`config.mk`:
```
export PLATFORM = sky130hd
export DESIGN_NAME = clk_meas
export DESIGN_NICKNAME = d
export VERILOG_FILES = /design/src/rtl/clk_meas.sv
export SDC_FILE = /design/constraint.sdc
export NUM_CORES = 1
export LEC_CHECK = 0
export ABC_AREA = 1
export BUFFER_PORTS_ARGS = -buffer_cell sky130_fd_sc_hd__buf_2
export CAP_MARGIN = 10
export CORE_UTILIZATION = 35
export DETAILED_ROUTE_END_ITERATION = 10
export GPL_TIMING_DRIVEN = 0
export PLACE_DENSITY_LB_ADDON = 0.3
export SYNTH_ARGS = -nofsm -noshare
export SYNTH_HDL_FRONTEND = slang
export SYNTH_SLANG_ARGS = --single-unit
```
`constraint.sdc`:
```
create_clock -name clk_ref -period 2.8 [get_ports clk_ref]
set_input_delay 0.42 -clock clk_ref [delete_from_list [all_inputs] [get_ports clk_ref]]
set_output_delay 0.42 -clock clk_ref [all_outputs]
set_load 0.01 [all_outputs]
```
`src/rtl/clk_meas.sv`:
```
// clk_meas: measures period and high time of a slow asynchronous clock-like
// input in units of clk_ref cycles. Also produces per-edge strobes and flags
// an input that has stopped toggling. clk_in is only ever sampled as data.
module clk_meas #(
  parameter int unsigned CNT_W       = 16,
  parameter int unsigned SYNC_STAGES = 2,
  parameter int unsigned TIMEOUT     = 1024
) (
  input  logic             clk_ref,
  input  logic             arst_n,
  input  logic             clk_in,
  input  logic             clr,
  output logic             rise_stb,
  output logic             fall_stb,
  output logic [CNT_W-1:0] period,
  output logic [CNT_W-1:0] high_time,
  output logic             meas_stb,
  output logic             meas_valid,
  output logic             stall
);

  typedef enum logic [1:0] {
    S_IDLE = 2'd0,
    S_HIGH = 2'd1,
    S_LOW  = 2'd2
  } state_e;

  localparam logic [CNT_W-1:0] CNT_MAX   = '1;
  localparam logic [CNT_W-1:0] CNT_ONE   = CNT_W'(1);
  localparam logic [CNT_W-1:0] TIMEOUT_C = CNT_W'(TIMEOUT);

  // Synchroniser and edge detection
  logic [SYNC_STAGES-1:0] sync_q;
  logic                   s_d_q;
  logic                   s;
  logic                   rise;
  logic                   fall;
  logic                   rise_stb_q;
  logic                   fall_stb_q;

  // Measurement state
  state_e                 state_q, state_d;
  logic [CNT_W-1:0]       cnt_q, cnt_d;
  logic [CNT_W-1:0]       hi_cap_q, hi_cap_d;
  logic [CNT_W-1:0]       period_q, period_d;
  logic [CNT_W-1:0]       high_q, high_d;
  logic                   meas_stb_q, meas_stb_d;
  logic                   valid_q, valid_d;
  logic                   stall_q, stall_d;

  logic [CNT_W-1:0]       cnt_inc;
  logic                   timeout;

  // Bring clk_in into the clk_ref domain and keep one extra delayed copy.
  always_ff @(posedge clk_ref or negedge arst_n) begin
    if (!arst_n) begin
      sync_q <= '0;
      s_d_q  <= 1'b0;
    end else begin
      sync_q <= {sync_q[SYNC_STAGES-2:0], clk_in};
      s_d_q  <= s;
    end
  end

  assign s    = sync_q[SYNC_STAGES-1];
  assign rise = s & ~s_d_q;
  assign fall = ~s & s_d_q;

  // Registered edge strobes; unaffected by clr since the synchroniser is not.
  always_ff @(posedge clk_ref or negedge arst_n) begin
    if (!arst_n) begin
      rise_stb_q <= 1'b0;
      fall_stb_q <= 1'b0;
    end else begin
      rise_stb_q <= rise;
      fall_stb_q <= fall;
    end
  end

  assign cnt_inc = (cnt_q == CNT_MAX) ? cnt_q : cnt_q + CNT_ONE;
  assign timeout = (cnt_q == TIMEOUT_C);

  // Measurement state and result registers.
  always_ff @(posedge clk_ref or negedge arst_n) begin
    if (!arst_n) begin
      state_q    <= S_IDLE;
      cnt_q      <= '0;
      hi_cap_q   <= '0;
      period_q   <= '0;
      high_q     <= '0;
      meas_stb_q <= 1'b0;
      valid_q    <= 1'b0;
      stall_q    <= 1'b0;
    end else begin
      state_q    <= state_d;
      cnt_q      <= cnt_d;
      hi_cap_q   <= hi_cap_d;
      period_q   <= period_d;
      high_q     <= high_d;
      meas_stb_q <= meas_stb_d;
      valid_q    <= valid_d;
      stall_q    <= stall_d;
    end
  end

  // Next-state logic: clr beats any edge, an edge beats the timeout.
  always_comb begin
    state_d    = state_q;
    cnt_d      = cnt_q;
    hi_cap_d   = hi_cap_q;
    period_d   = period_q;
    high_d     = high_q;
    meas_stb_d = 1'b0;
    valid_d    = valid_q;
    stall_d    = stall_q;

    if (clr) begin
      state_d  = S_IDLE;
      cnt_d    = '0;
      hi_cap_d = '0;
      period_d = '0;
      high_d   = '0;
      valid_d  = 1'b0;
      stall_d  = 1'b0;
    end else begin
      case (state_q)
        S_IDLE: begin
          // First rise only starts counting; the partial period is dropped.
          if (rise) begin
            cnt_d    = CNT_ONE;
            hi_cap_d = '0;
            state_d  = S_HIGH;
          end
        end
        S_HIGH: begin
          if (fall) begin
            hi_cap_d = cnt_q;
            cnt_d    = cnt_inc;
            state_d  = S_LOW;
          end else if (timeout) begin
            state_d = S_IDLE;
            stall_d = 1'b1;
            valid_d = 1'b0;
          end else begin
            cnt_d = cnt_inc;
          end
        end
        S_LOW: begin
          if (rise) begin
            period_d   = cnt_q;
            high_d     = hi_cap_q;
            meas_stb_d = 1'b1;
            valid_d    = 1'b1;
            cnt_d      = CNT_ONE;
            state_d    = S_HIGH;
          end else if (timeout) begin
            state_d = S_IDLE;
            stall_d = 1'b1;
            valid_d = 1'b0;
          end else begin
            cnt_d = cnt_inc;
          end
        end
        default: begin
          state_d = S_IDLE;
        end
      endcase
    end
  end

  assign rise_stb   = rise_stb_q;
  assign fall_stb   = fall_stb_q;
  assign period     = period_q;
  assign high_time  = high_q;
  assign meas_stb   = meas_stb_q;
  assign meas_valid = valid_q;
  assign stall      = stall_q;

endmodule

```
==> qor.txt <==
status: finished, violations left
failing checks: hold timing
total grt overflow: 0
Detail Route Antenna Nets: 0
fin util: 42.44%
Nets: 496
clk_skew: 0.007708 ns
initial antenna violation count: 0
CTS tree: done
Final HPWL DP: 6675 um
Pre-Repair DR Iteration Count: 4
Setup CP Type: reg2reg
PwrDens: 582.2 mW/mm2
diodes inserted: 0
cell area after layout: 0.004205 mm2
maximum vdd drop: 0.1831 mV
Setup TNS: 0 ns
worst slew pin tran: 0.4840 ns
leakage power: 2.058 nW
Setup Fix Bufs, Post-CTS: 0
Mapped Avg Cell Area: 8.395 um2
cell mode on critical path: nand2_1
critical-path cell list: ha_1, nand2_1, nor2_1, nand4_1, nand3_1, nand2_1, nand4_1, nand2_1
PortBufs: 40
I/O pins: 41
CTS Buf Count: 9
crit path launch type: flip-flop
HP Class: in2async
Routed WL per cell: 14.42 um
CP arrival: 2.18 ns
Max Clk Rate: 517.9 MHz
# setup viols final: 0
Slew Viols, Final: 0
Cells after Synth: 434
die width: 104.0 um
Hold Vio Cnt, Final: 11
core area: 0.009910 mm2
Final Cycle Share: 68.96%
critical path's top delay family: simple AND/OR/NAND/NOR gates
final WL: 9001 um
total track usage: 17.88%
hold buffer count at cts: 0
clk sinks: 74
Post-Syn Nets: 444
RSZ-0062 raised after global routing: false
Area Overhead vs Synth: 15.42%
FF-to-FF setup slack: 0.87 ns
largest net degree at the start of global routing: 43
H-tree depth: 3
routed vias/inst: 4.947
Crit. End Element: flip-flop
root buffer cell: clkbuf_8
cts repair resizes: 0
hold slack: -0.006249 ns
Rel. slew slack: 67.73%
slowest stage delay, CP: 0.46 ns
CP max stage cell: dfrtp_1
clk buf depth: 2
Die H: 104.0 um
initial core utilization: 36.77%
post-synthesis register bit count: 74
Worst Path Max Fanout: 7
share of cells above drive strength 1: 16.50%
distinct cell type count after synthesis: 32
Final Wtd Congestion: 0.9076
Post-DP Area: 0.004033 mm2
Die ar.: 0.01082 mm2
Post-Syn Area: 0.003643 mm2
WP buf/inv: 0
site row count: 36
first-pass GRT wire length: 14,950 um
# DRC: 0
WP data required: 3.05 ns
Final min period: 1.931 ns
register area share after synthesis: 50.82%
vias in the first global route: 2,953
max-cap violations: 0
vias after detailed routing: 3,087
clock latency on the worst-skew pair: 0.36 ns
Syn. warnings: 0
Initial DRC Count: 170
clk slew on worst S/H paths: 0.08 ns
-- cell families after synthesis --
group                      after synthesis  synth area share [%]
AOI/OAI and AO/OA                       72                 10.82
xor gates and xnor gates                 7                 1.683
adders and majority gates                6                 2.060
buffers and inverters                   72                 8.516
DFF                                     74                 50.82
and+or+nand+nor                        203                 26.10
-- final timing paths --
path                                       from                 endpoint  cells past startpoint
setup reg to reg           cnt_q[0]$_DFFE_PN0P_     cnt_q[1]$_DFFE_PN0P_                      8
hold / removal                           arst_n  hi_cap_q[2]$_DFFE_PN0P_                      1
min in group clk_ref                     clk_in      sync_q[0]$_DFF_PN0_                      1
hold reg to reg             sync_q[0]$_DFF_PN0_      sync_q[1]$_DFF_PN0_                      0
setup / recovery           cnt_q[0]$_DFFE_PN0P_     cnt_q[1]$_DFFE_PN0P_                      8
max in group asynchronous                arst_n   period[14]$_DFFE_PN0P_                      2
-- per-layer routing --
metal / routed length (um) / up-vias / GRT usage, %
met5: 0 / - / 0
met4: 320 / 0 / 10.51
met3: 370 / 18 / 3.008
met2: 4174 / 76 / 27.29
met1: 4136 / 1461 / 23.88
li1: - / 1532 / -
-- registers in the layout, summed over array words and instances, names as in the netlist --
| signal | count |
|---|---|
| cnt_q | 16 |
| hi_cap_q | 16 |
| high_time | 16 |
| period | 16 |
| state_q | 2 |
| sync_q | 2 |
| fall_stb | 1 |
| meas_stb | 1 |
| meas_valid | 1 |
| rise_stb | 1 |
| s_d_q | 1 |
| stall | 1 |
-- layout make-up --
cell class                      instances  area, um2
Buffer                                 20      110.1
Clock buffer                           12      145.1
Clock inverter                          4      27.53
Fill cell                            1027       5704
Inverter                               52      200.2
Multi-Input combinational cell        288       1481
Sequential cell                        74       1852
Tap cell                              133      166.4
Timing Repair Buffer                   41      222.7
-- power by group --
| group | switching [mW] | total, mW | internal, mW |
|---|---|---|---|
| Clock | 0.402 | 0.748 | 0.347 |
| Sequential | 0.0238 | 1.11 | 1.09 |
| Combinational | 0.409 | 0.585 | 0.176 |
| Total | 0.835 | 2.45 | 1.61 |
-- through the flow --
| stage | hold WS (ns) | setup WS, ns | std cells | power, mW |
|---|---|---|---|---|
| floorplan | 0.1244 | 1.142 | 434 | 1.560 |
| global placement | 0.3315 | 0.8749 | 607 | 1.710 |
| detailed placement | 0.3404 | 0.8740 | 608 | 1.723 |
| CTS | 0.01387 | 0.8539 | 624 | 2.470 |
| global route | 0.02724 | 0.6451 | 624 | 2.582 |
| finish | -0.006249 | 0.8690 | 624 | 2.448 |
-- cells in the final DEF (no fill, tap or decap) --
cell      instances
clkbuf_1         12
o22ai_1           6
nor2_2            4
o21ai_1           3
xor2_1            7
nand2_1          80
clkbuf_8         10
o21ai_0          56
buf_6             3
buf_2            43
clkinv_4          3
nand4_1           8
a31oi_4           1
inv_2             3
nand2_4           1
inv_1            47
nor2_4            1
or2_2             1
clkinv_2          2
clkinv_1          1
o211ai_1          4
buf_1             1
nand3_2           1
nand3_1          70
nand3b_1          1
nand4_2           1
dfrtp_1          74
nor3_1            4
buf_12            1
nand3_4           2
a21oi_1           2
nand2_2           1
nor2_1           28
buf_4             3
ha_1              6
-- cell usage after synthesis --
cell / n / area (um2)
a21oi_1: 2 / 10.01
a31oi_4: 1 / 21.27
buf_1: 1 / 3.750
buf_2: 4 / 20.02
buf_4: 2 / 15.01
buf_6: 3 / 33.78
clkbuf_1: 10 / 37.54
clkinv_1: 1 / 3.750
clkinv_4: 1 / 8.760
dfrtp_1: 74 / 1852
ha_1: 6 / 75.07
inv_1: 47 / 176.4
inv_2: 3 / 11.26
nand2_1: 80 / 300.3
nand2_2: 1 / 6.260
nand2_4: 1 / 11.26
nand3_1: 70 / 350.3
nand3_2: 1 / 10.01
nand3_4: 2 / 35.03
nand3b_1: 1 / 7.510
nand4_1: 8 / 50.05
nand4_2: 1 / 12.51
nor2_1: 28 / 105.1
nor2_2: 4 / 25.02
nor2_4: 1 / 11.26
nor3_1: 4 / 20.02
o211ai_1: 4 / 30.03
o21ai_0: 56 / 280.3
o21ai_1: 3 / 15.01
o22ai_1: 6 / 37.54
or2_2: 1 / 6.260
xor2_1: 7 / 61.31
(Power assumes the default switching activity.)
